**src/rtl/uart_rx_fifo_pkg.sv**
```systemverilog
// Shared definitions for the UART receive buffer: default sizing and capture FSM encodings.
package uart_rx_fifo_pkg;

  localparam int unsigned DATA_W          = 8;
  localparam int unsigned DEPTH_LOG2_DEF  = 4;
  localparam int unsigned AFULL_LEVEL_DEF = 12;

  typedef enum logic [1:0] {
    ST_IDLE = 2'd0,
    ST_PEND = 2'd1,
    ST_ACK  = 2'd2
  } rx_state_e;

endpackage

```
**src/rtl/uart_fifo_ram.sv**
```systemverilog
// Storage array for the receive FIFO: synchronous write, asynchronous read, no reset.
module uart_fifo_ram
  import uart_rx_fifo_pkg::*;
#(
  parameter int unsigned AW = DEPTH_LOG2_DEF,
  parameter int unsigned DW = DATA_W
) (
  input  logic          clk,
  input  logic          we,
  input  logic [AW-1:0] waddr,
  input  logic [DW-1:0] wdata,
  input  logic [AW-1:0] raddr,
  output logic [DW-1:0] rdata
);

  localparam int unsigned ENTRIES = 1 << AW;

  logic [DW-1:0] mem [0:ENTRIES-1];

  always_ff @(posedge clk) begin
    if (we) mem[waddr] <= wdata;
  end

  assign rdata = mem[raddr];

endmodule

```
**src/rtl/uart_rx_fifo.sv**
```systemverilog
// Receive buffer behind the UART receiver: captures bytes, acknowledges them, and queues
// them for the CPU; withholds the acknowledge while full so the receiver applies flow control.
module uart_rx_fifo
  import uart_rx_fifo_pkg::*;
#(
  parameter int unsigned DEPTH_LOG2  = DEPTH_LOG2_DEF,
  parameter int unsigned AFULL_LEVEL = AFULL_LEVEL_DEF
) (
  input  logic                  clk,
  input  logic                  rst_n,
  input  logic [DATA_W-1:0]     rx_data,
  input  logic                  rx_recv,
  output logic                  rx_ack,
  input  logic                  cpu_rd,
  output logic [DATA_W-1:0]     cpu_data,
  output logic                  cpu_avail,
  output logic [DEPTH_LOG2:0]   fifo_count,
  output logic                  almost_full,
  output logic                  overrun,
  input  logic                  overrun_clr,
  input  logic                  flush
);

  localparam int unsigned AW    = DEPTH_LOG2;
  localparam int unsigned CW    = DEPTH_LOG2 + 1;
  localparam int unsigned DEPTH = 1 << DEPTH_LOG2;

  rx_state_e         state_q, state_d;
  logic [DATA_W-1:0] hold_q, hold_d;
  logic [AW-1:0]     wr_ptr_q, wr_ptr_d, rd_ptr_q, rd_ptr_d;
  logic [CW-1:0]     count_q, count_d;
  logic              rx_ack_q, overrun_q, overrun_d;
  logic              avail_q, afull_q;
  logic [DATA_W-1:0] cpu_data_q, cpu_data_d;
  logic              wr_en, pop, space, ovr_set;
  logic [DATA_W-1:0] wr_data, ram_rdata;

  uart_fifo_ram #(
    .AW (AW),
    .DW (DATA_W)
  ) u_ram (
    .clk   (clk),
    .we    (wr_en),
    .waddr (wr_ptr_q),
    .wdata (wr_data),
    .raddr (rd_ptr_d),
    .rdata (ram_rdata)
  );

  // Capture FSM, FIFO pointer/count update and next head-of-queue byte
  always_comb begin
    state_d    = state_q;
    hold_d     = hold_q;
    wr_en      = 1'b0;
    wr_data    = hold_q;
    ovr_set    = 1'b0;
    pop        = cpu_rd && (count_q != '0);
    space      = count_q < CW'(DEPTH);
    wr_ptr_d   = wr_ptr_q;
    rd_ptr_d   = rd_ptr_q;
    count_d    = count_q;
    cpu_data_d = '0;

    unique case (state_q)
      ST_IDLE: begin
        if (rx_recv) begin
          hold_d = rx_data;
          if (space || pop) begin
            wr_en   = 1'b1;
            wr_data = rx_data;
            state_d = ST_ACK;
          end else begin
            state_d = ST_PEND;
          end
        end
      end
      ST_PEND: begin
        if (rx_recv) ovr_set = 1'b1;
        if (space) begin
          wr_en   = 1'b1;
          state_d = ST_ACK;
        end
      end
      ST_ACK: begin
        if (rx_recv) ovr_set = 1'b1;
        state_d = ST_IDLE;
      end
      default: state_d = ST_IDLE;
    endcase

    if (flush) begin
      // Releasing a stalled receiver still needs its acknowledge pulse
      wr_en    = 1'b0;
      pop      = 1'b0;
      wr_ptr_d = '0;
      rd_ptr_d = '0;
      count_d  = '0;
      state_d  = (state_q == ST_PEND) ? ST_ACK : ST_IDLE;
    end else begin
      wr_ptr_d = wr_ptr_q + AW'(wr_en);
      rd_ptr_d = rd_ptr_q + AW'(pop);
      count_d  = count_q + CW'(wr_en) - CW'(pop);
    end

    // Bypass the byte being written when it becomes the new head (write into empty FIFO)
    if (count_d != '0) begin
      if (wr_en && (wr_ptr_q == rd_ptr_d)) cpu_data_d = wr_data;
      else                                 cpu_data_d = ram_rdata;
    end

    overrun_d = overrun_clr ? 1'b0 : (overrun_q | ovr_set);
  end

  always_ff @(posedge clk or negedge rst_n) begin
    if (!rst_n) begin
      state_q    <= ST_IDLE;
      hold_q     <= '0;
      wr_ptr_q   <= '0;
      rd_ptr_q   <= '0;
      count_q    <= '0;
      rx_ack_q   <= 1'b0;
      overrun_q  <= 1'b0;
      avail_q    <= 1'b0;
      afull_q    <= 1'b0;
      cpu_data_q <= '0;
    end else begin
      state_q    <= state_d;
      hold_q     <= hold_d;
      wr_ptr_q   <= wr_ptr_d;
      rd_ptr_q   <= rd_ptr_d;
      count_q    <= count_d;
      rx_ack_q   <= (state_d == ST_ACK);
      overrun_q  <= overrun_d;
      avail_q    <= (count_d != '0);
      afull_q    <= (count_d >= CW'(AFULL_LEVEL));
      cpu_data_q <= cpu_data_d;
    end
  end

  assign rx_ack      = rx_ack_q;
  assign cpu_data    = cpu_data_q;
  assign cpu_avail   = avail_q;
  assign fifo_count  = count_q;
  assign almost_full = afull_q;
  assign overrun     = overrun_q;

endmodule

```
**config.mk**
```make
export PLATFORM = sky130hd
export DESIGN_NAME = uart_rx_fifo
export DESIGN_NICKNAME = d
export VERILOG_FILES = /design/src/rtl/uart_rx_fifo_pkg.sv /design/src/rtl/uart_fifo_ram.sv /design/src/rtl/uart_rx_fifo.sv
export SDC_FILE = /design/constraint.sdc
export NUM_CORES = 1
export LEC_CHECK = 0
export ABC_AREA = 1
export BUFFER_PORTS_ARGS = -buffer_cell sky130_fd_sc_hd__buf_2
export CORE_MARGIN = 5
export CORE_UTILIZATION = 25
export CTS_CLUSTER_SIZE = 16
export DETAILED_ROUTE_END_ITERATION = 8
export SLEW_MARGIN = 10
export SYNTH_ARGS = -nofsm -noshare
export SYNTH_HDL_FRONTEND = slang
export SYNTH_SLANG_ARGS = --single-unit
```
**constraint.sdc**
```tcl
create_clock -name clk -period 3.9 [get_ports clk]
set_input_delay 0.78 -clock clk [delete_from_list [all_inputs] [get_ports clk]]
set_output_delay 0.78 -clock clk [all_outputs]
set_load 0.01 [all_outputs]
```
## Word-level counts from Yosys, hierarchy flattened

Memory sizes are Yosys's and may differ from the RTL's.
Index checks and enable logic that the tools add are counted.

- $add $sub $neg: 4
- Magnitude comparators: 2
- Equal/unequal tests: 4
- Multiplexer cells: 24
- Bitwise logic cells: 1
- Reduce and logical (&&, ||, !) cells: 8

Operator list:

| kind | count |
|---|---|
| $mux W8 | 5 |
| $mux W2 | 5 |
| $reduce_bool A5 Y1 | 2 |
| $mux W1 | 9 |
| $add A4 B1 Y4 | 2 |
| $mux W4 | 2 |
| $add A5 B1 Y5 | 1 |
| $ge A5 B4 Y1 const B | 1 |
| $lt A5 B5 Y1 const B | 1 |
| $mux W5 | 1 |
| $sub A5 B1 Y5 | 1 |
| $eq A2 B2 Y1 const B | 2 |
| $eq A4 B4 Y1 | 1 |
| $pmux W2 S2 | 1 |
| $eq A2 B1 Y1 const B | 1 |
| $logic_and A1 B1 Y1 | 2 |
| $logic_not A2 Y1 | 1 |
| $pmux W1 S2 | 1 |
| $reduce_and A2 Y1 | 1 |
| $reduce_or A2 Y1 | 1 |
| $logic_or A1 B1 Y1 | 1 |
| $or A1 B1 Y1 | 1 |

- Register bits after elaboration: 35
- Bits in writable memories: 128
- Input bits: 14
- Output and inout bits: 17
- Logic and storage cells: 54
- Memories kept: 1

Memories:

| memory | depth | bits a word | rd ports | clocked after memory_dff | wr ports | RTL line | source |
|---|---|---|---|---|---|---|---|
| u_ram.mem | 16 | 8 | 1 | 0 | 1 | uart_fifo_ram.sv:18 | `logic [DW-1:0] mem [0:ENTRIES-1];` |

## Logic depth before layout (Yosys ltp)

Gate-level depths: netlist of run 1.

- Depth in word-level cells: 11
- Gate-level depth with buffers: 21
- Depth with buffers taken out: 20

## Hierarchy

Synthesis of run 1 repeated with hierarchy kept, for this count alone.

- Cells, all modules: 782
- Area total of the unflattened synthesis: 7529.7 um^2

By module, submodules not included:

| module | times used | cells an instance | area an instance (um^2) |
|---|---|---|---|
| uart_fifo_ram | 1 | 543 | 5606.6 |
| uart_rx_fifo | 1 | 239 | 1923.1 |

## Worst setup path after synthesis of run 1

OpenSTA, ideal clock, no wires.

- Path kind: input -> register
- Start: in cpu_rd
- End: reg cpu_data_q[0] (netlist: cpu_data[0])
- Data arrival time: 2.915 ns
- Path slack: 0.870 ns
- Stages on the path: 17
- Path through: inv_1 > nand2_1 > nand2_4 > buf_2 > nand2_1 > inv_1 > ha_1 > inv_1 > ha_1 > inv_1 > fa_1 > nor2_1 > nor2_1 > nand2_1 > nand3b_2 > nand2_1 > nor2_2

- Word-level cells in the longest chain between the ends: 10
- Elaborated cells between the ends (all ways): 20
- Those cells by class: add/sub (3); eq/ne (1); mux (11); reduce/logical (4); memory (1)

Ends and longest elaborated chain:

| item | RTL line | source |
|---|---|---|
| from (decl) | uart_rx_fifo.sv:14 | `input logic cpu_rd,` |
| $logic_and A1 B1 Y1 * | uart_rx_fifo.sv:57 | `pop = cpu_rd && (count_q != '0);` |
| $logic_or A1 B1 Y1 | uart_rx_fifo.sv:68 | `if (space \|\| pop) begin` |
| $mux W1 | uart_rx_fifo.sv:68 |  |
| $mux W1 | uart_rx_fifo.sv:66 | `if (rx_recv) begin` |
| $pmux W1 S2 | uart_rx_fifo.sv:64 | `unique case (state_q)` |
| $add A5 B1 Y5 | uart_rx_fifo.sv:102 | `count_d = count_q + CW'(wr_en) - CW'(pop);` |
| $sub A5 B1 Y5 * | uart_rx_fifo.sv:102 |  |
| $mux W5 * | uart_rx_fifo.sv:91 | `if (flush) begin` |
| via count_d[1] | uart_rx_fifo.sv:31 | `logic [CW-1:0] count_q, count_d;` |
| $reduce_bool A5 Y1 * | uart_rx_fifo.sv:106 | `if (count_d != '0) begin` |
| $mux W8 * | uart_rx_fifo.sv:106 |  |
| via cpu_data_d[0] | uart_rx_fifo.sv:34 | `logic [DATA_W-1:0] cpu_data_q, cpu_data_d;` |
| to (signal assigned) | uart_rx_fifo.sv:136 | `cpu_data_q <= cpu_data_d;` |
| to (decl) | uart_rx_fifo.sv:34 |  |

The timed path passes the listed nets; every way through them passes the cells marked *.
A chain may end at the register's enable or synchronous reset.

## Final worst setup path of run 1

- Start: reg state_q[0]
- End: reg cpu_data_q[3] (netlist: cpu_data[3])

- Word-level cells in the longest chain between the ends: 7
- Elaborated cells between the ends (all ways): 12
- Those cells by class: add/sub (2); eq/ne (1); mux (6); reduce/logical (3)

Ends and longest elaborated chain:

| item | RTL line | source |
|---|---|---|
| from (decl) | uart_rx_fifo.sv:28 | `rx_state_e state_q, state_d;` |
| from (signal assigned) | uart_rx_fifo.sv:127 | `state_q <= state_d;` |
| $eq A2 B1 Y1 or $logic_not A2 Y1 (tied branches) | uart_rx_fifo.sv:64 |  |
| $pmux W1 S2 | uart_rx_fifo.sv:64 |  |
| $add A5 B1 Y5 | uart_rx_fifo.sv:102 |  |
| $sub A5 B1 Y5 | uart_rx_fifo.sv:102 |  |
| $mux W5 | uart_rx_fifo.sv:91 |  |
| $reduce_bool A5 Y1 | uart_rx_fifo.sv:106 |  |
| $mux W8 * | uart_rx_fifo.sv:106 |  |
| via cpu_data_d[3] | uart_rx_fifo.sv:34 |  |

Marked as above.

==> impl_metrics.ini, run 1 <==
[run_status]
status = finished clean

[worst_setup_path]
start_kind = flop
worst_setup_path_end_kind = flop
required_ns = 4.22
worstSetupPathType = flop to flop
rrSetupSlack_ns = 0.72
cp.arrival_ns = 3.50
crit_path_max_fanout = 18

[floorplan]
start_util_pct = 25.4
core_mm2 = 0.0287
die-area_mm2 = 0.0326
die_y_um = 181
die_width_um = 181
std_cell_rows = 62
pin_count = 31

[power]
internal_power_mw = 3.56
swShare_pct = 37.0
switchingPower_mw = 2.10
power_frac_clock_pct = 28.2
ir_drop_mv = 0.314
power_frac_seq_pct = 39.2
combPwrFrac_pct = 32.6
power.leakage_nw = 3.29
power.density_mw_per_mm2 = 676

[place]
hpwl_um = 11400
place_inst = 1070
port_buffers = 30
gp_routability_congestion = 0.865

[global_route]
grt_pass1_wl_um = 28400
grt_remaining_overflow = 0
grt_max_degree = 37
grt_pass1_vias = 4959
track_usage_pct = 11.1
antenna_found_initial = 0

[routing]
vias_per_cell = 4.57
ant_nets = 0
postRouteWirelength_um = 18100
wire_per_inst_um = 16.4
via_count = 5028
first_iter_violations = 474
drc = 0
dr.pass1.iters = 7

[finish]
final_layout_size_suffix_gt1_share_pct = 13.4
syn_to_final_growth_pct = 15.0
final_cell_count_no_fill = 1101
antenna_cells = 0
nets = 732

[clock_tree]
cts_tree = done
cts_setup_buffers = 0
post_cts_resized = 0
h-tree-depth = 4
clk_pin_slew_ns = 0.07
clockBufferDepth = 2
root_buffer = clkbuf_16
clk_latency_ns = 0.43
postCtsHoldBufs = 0
cts.sinks = 163
cts_inserted_buffers = 17

[sta]
drv_slew = 0
min_period_ns = 3.18
finalSetupViolations = 0
hold_viol_final = 0
fin_setup_tns_ns = 0
fin_skew_ns = 0.0132
rsz0062_at_grt = no
slew-limit-headroom_pct = 41.8
worst_pin_slew_ns = 0.870
fmax_mhz = 315
min_period_over_period_pct = 81.5

[logic_synthesis]
yosys_register_bits = 163
netlist_area_mm2 = 0.00728
synth_top_area_share_pct = 52.8
synth_seq_area_share_pct = 64.8
ys_types = 30
synth_top_area_cell = edfxtp_1
ys_top_cells_by_area = edfxtp_1, nand3_1, dfrtp_1
synth_warnings = 0
synth_nets = 706
syn_inst = 679
syn_area_per_cell_um2 = 10.7

[run]
drv_cap = 0

[min_path]
hp-class = input port to asynchronous set/reset pin
==> final timing paths <==
path                                            to                  start  cells past startpoint
max                          cpu_data[3]$_DFF_PN0_   state_q[0]$_DFF_PN0_                     20
min in group clk                 overrun$_DFF_PN0_            overrun_clr                      2
max in group asynchronous    rd_ptr_q[3]$_DFF_PN0_                  rst_n                      1
min                        fifo_count[2]$_DFF_PN0_                  rst_n                      1
max reg2reg                  cpu_data[3]$_DFF_PN0_   state_q[0]$_DFF_PN0_                     20
min reg2reg                  hold_q[1]$_DFFE_PN0P_  hold_q[1]$_DFFE_PN0P_                      2
==> final cells by class <==
cell class	count	area, um^2
Multi-Input combinational cell	427	2190
Timing Repair Buffer	39	218
Fill cell	2980	20300
Inverter	57	215
Clock inverter	13	128
Clock buffer	18	429
Tap cell	384	480
Sequential cell	163	4720
==> power by group through the flow <==
| stage | registers, mW | logic, mW | clock network [mW] |
|---|---|---|---|
| 6_report | 2.22 | 1.85 | 1.60 |
| 5_1_grt | 2.23 | 2.07 | 1.69 |
| 4_1_cts | 2.22 | 1.85 | 1.62 |
| 3_5_place_dp | 2.25 | 1.85 | 0 |
| 3_3_place_gp | 2.25 | 1.82 | 0 |
| 2_1_floorplan | 2.26 | 1.24 | 0 |
==> flip-flops by register name (all words and copies together) (netlist names) <==
register / count
u_ram.mem: 128
almost_full: 1
rd_ptr_q: 4
fifo_count: 5
state_q: 2
cpu_avail: 1
rx_ack: 1
cpu_data: 8
hold_q: 8
overrun: 1
wr_ptr_q: 4
==> per-layer routing <==
metal	GRT usage (%)	share of wire, %
met3	2.83	5.8
met2	17.2	45
met4	3.51	2.3
met5	0	0
met1	15.2	47
==> per-stage QoR <==
stage / setup slack, ns / instance area [um^2] / hold slack [ns] / power (mW) / utilization, %
2_1_floorplan: 0.870 / 7280 / 0.453 / 3.50 / -
3_3_place_gp: 0.575 / 7820 / 0.471 / 4.07 / 27.2
3_5_place_dp: 0.496 / 7820 / 0.478 / 4.10 / 27.2
4_1_cts: 0.708 / 8380 / 0.458 / 5.69 / 29.2
5_1_grt: 0.462 / 8380 / 0.479 / 5.99 / 29.2
6_report: 0.720 / 8380 / 0.435 / 5.66 / 29.2
==> synthesized netlist by cell type, drive strengths merged <==
cell type  instances
a21oi              5
a31oi              1
buf               23
clkbuf             9
clkinv             1
dfrtp             35
edfxtp           128
fa                 1
ha                12
inv               56
nand2            141
nand3            201
nand3b             1
nand4              2
nor2              38
o211ai             1
o21a               8
o21ai             12
o31ai              1
or2                1
xnor2              2
==> cell families (layout without fill, tap and decap cells) <==
kind of cell	after synthesis	in the layout	share of synthesized area (%)
DFF	163	163	64.8
buffers and inverters	89	127	5.19
adders and majority gates	13	13	2.34
AOI/OAI and AO/OA	28	28	2.44
and+or+nand+nor	384	384	25.0
xor gates and xnor gates	2	2	0.241
==> worst max-delay path, cell delays in order, from the launching register on <==
cell	delay [ns]
dfrtp_1	0.38
inv_1	0.07
ha_1	0.24
nand2_4	0.17
clkinv_2	0.09
nand2_4	0.17
nand2_1	0.10
inv_1	0.07
ha_1	0.22
inv_1	0.06
ha_1	0.16
inv_1	0.06
fa_1	0.38
inv_1	0.09
nand3_1	0.09
nand2_1	0.09
nand2_1	0.06
nand3_1	0.14
nand3b_2	0.22
nand2_1	0.16
nor2_2	0.05
==> cells in the final DEF (no fill, tap or decap), types with 3 or more instances in the layout <==
cell	n
a21oi_1	4
buf_2	30
buf_4	9
clkbuf_16	17
clkinvlp_4	3
dfrtp_1	35
edfxtp_1	128
ha_1	11
inv_1	54
inv_6	3
nand2_1	134
nand2_2	3
nand2_4	4
nand3_1	201
nor2_1	24
nor2_2	10
o21a_1	8
o21ai_0	12
Power figures use the tool's default switching activity.
==> run 2, diff against run 1 <==
- clock period: 3.9 -> 2.83 ns (I/O delays scaled with it)
==> run 2 against run 1 <==
Compared with the run above:
- critical path depth did not move
- worst setup slack got worse by 0.59 ns
- first-iteration DRC count shrank 6.8%
- global-route usage increased by 0.21 points
- utilization rose by 1.4 points
- critical endpoint is now cpu_data[2]$_DFF_PN0_
- largest cell class unchanged
- highest routed layer unchanged
==> impl_metrics.ini, run 2 (synthesis gave the netlist of run 1 again) <==
[clock_tree]
clk_pin_slew_ns = 0.07
h-tree-depth = 4
cts_inserted_buffers = 17
cts.sinks = 163
cts_tree = done
clockBufferDepth = 2
root_buffer = clkbuf_16
clk_latency_ns = 0.43

[finish]
final_cell_mix = nand3_1, nand2_1, edfxtp_1
final_layout_size_suffix_gt1_share_pct = 19.1
syn_to_final_growth_pct = 20.6
antenna_cells = 0
nets = 763
largest_register_ffs = 128
final_cell_count_no_fill = 1133
regMostFlops = u_ram.mem
layout.cells.most_common = nand3_1

[routing]
vias_per_cell = 4.59
via_count = 5196
ant_nets = 0
postRouteWirelength_um = 18300
first_iter_violations = 442
drc = 0
dr.pass1.iters = 4
wire_per_inst_um = 16.2

[sta]
min_period_ns = 2.70
slew-limit-headroom_pct = 44.1
drv_slew = 0
fmax_mhz = 370
worst_pin_slew_ns = 0.838
finalSetupViolations = 0
min_period_over_period_pct = 95.5
hold_viol_final = 0
hold_slack_ns = 0.228
fin_skew_ns = 0.00975

[worst_setup_path]
start_kind = flop
required_ns = 3.15
crit_path_max_fanout = 5
worstSetupPathType = flop to flop
worst_setup_path_end_kind = flop
cp.arrival_ns = 3.03

[place]
place_inst = 1098
gp_routability_congestion = 0.850
port_buffers = 30
hpwl_um = 11900

[power]
ir_drop_mv = 0.456
power.leakage_nw = 3.51
power.density_mw_per_mm2 = 936

[floorplan]
die-area_mm2 = 0.0326
start_util_pct = 25.4
die_width_um = 181
die_y_um = 181
core_mm2 = 0.0287
pin_count = 31
std_cell_rows = 62

[min_path]
hp-class = input port to asynchronous set/reset pin

[global_route]
grt_pass1_wl_um = 28900
grt_use_met2_pct = 17.7
antenna_found_initial = 0
use_met3_pct = 2.46
grt_max_degree = 49
grt_busiest_layer = met2
grt_pass1_vias = 5141
grtUsageMet1_pct = 15.6
track_usage_pct = 11.3
grt_remaining_overflow = 0

[run]
drv_cap = 0

[run_status]
status = finished clean
[run 2: changes by cell type in the layout (fill, tap and decap cells not counted), sizes merged]
cell	before	now
bufinv	1	2
buf	39	69
clkinvlp	3	1
nand3b	1	2
clkinv	5	4
inv	61	64
[run 2: timing repair]
item | in CTS | in global routing
endpoints found under the hold margin | 0 | 0
hold buffers | 0 | 0
setup buffers | 0 | 2
resized for setup | 0 | 19
setup endpoints to repair | 0 | 9
[run 2: report_power, final]
part | switching, mW | internal [mW] | total [mW]
clock | 1.00 | 1.33 | 2.33
combinational | 1.89 | 0.928 | 2.82
sequential | 0.120 | 2.95 | 3.06
total | 3.02 | 5.20 | 8.22
[run 2: area by class of cell]
| type | count | area [um^2] |
|---|---|---|
| Tap cell | 384 | 480 |
| Fill cell | 2916 | 19900 |
| Sequential cell | 163 | 4720 |
| Clock buffer | 18 | 429 |
| Clock inverter | 14 | 166 |
| Timing Repair Buffer | 69 | 493 |
| Multi-Input combinational cell | 428 | 2280 |
| Inverter | 57 | 215 |
[run 2: critical path, cell delays in order (launching register included)]
cell	delay [ns]
dfrtp_1	0.42
inv_2	0.12
ha_4	0.16
nand2_4	0.05
clkinv_2	0.05
nand2_4	0.04
nand2_1	0.07
inv_1	0.04
ha_1	0.27
inv_1	0.06
ha_2	0.18
inv_2	0.04
fa_1	0.37
inv_2	0.07
nand3_1	0.08
nand2_1	0.08
nand2_1	0.09
nand3_4	0.14
nand3b_4	0.15
nand2_2	0.10
nor2_2	0.04
[run 2: through the flow]
stage | worst slack (ns) | power (mW) | utilization [%] | TNS (ns) | area [um^2]
after floorplan | 0.0416 | 4.85 | - | 0 | 7290
after global placement | 0.0652 | 5.78 | 28.2 | 0 | 8090
after detailed placement | 0.0440 | 5.81 | 28.2 | 0 | 8090
after CTS | 0.0264 | 8.15 | 30.3 | 0 | 8680
after global routing | -0.00462 | 8.71 | 30.6 | -0.00565 | 8780
final | 0.128 | 8.22 | 30.6 | 0 | 8780
[run 2: final timing paths]
kind / from / endpoint / slack (ns) / cells after the start
max in group asynchronous: rst_n / cpu_data[2]$_DFF_PN0_ / 2.06 / 1
max: state_q[1]$_DFF_PN0_ / cpu_data[2]$_DFF_PN0_ / 0.13 / 20
min reg2reg: hold_q[3]$_DFFE_PN0P_ / hold_q[3]$_DFFE_PN0P_ / 0.49 / 2
max reg2reg: state_q[1]$_DFF_PN0_ / cpu_data[2]$_DFF_PN0_ / 0.13 / 20
min: rst_n / fifo_count[0]$_DFF_PN0_ / 0.23 / 1
min in group clk: overrun_clr / overrun$_DFF_PN0_ / 0.29 / 2
[run 2: metal layers]
| metal | share of wire, % | up-vias | routed length [um] |
|---|---|---|---|
| li1 | - | 2471 | - |
| met1 | 46 | 2553 | 8460 |
| met2 | 47 | 144 | 8690 |
| met3 | 4.5 | 28 | 827 |
| met4 | 2.0 | 0 | 367 |
| met5 | 0 | - | 0 |
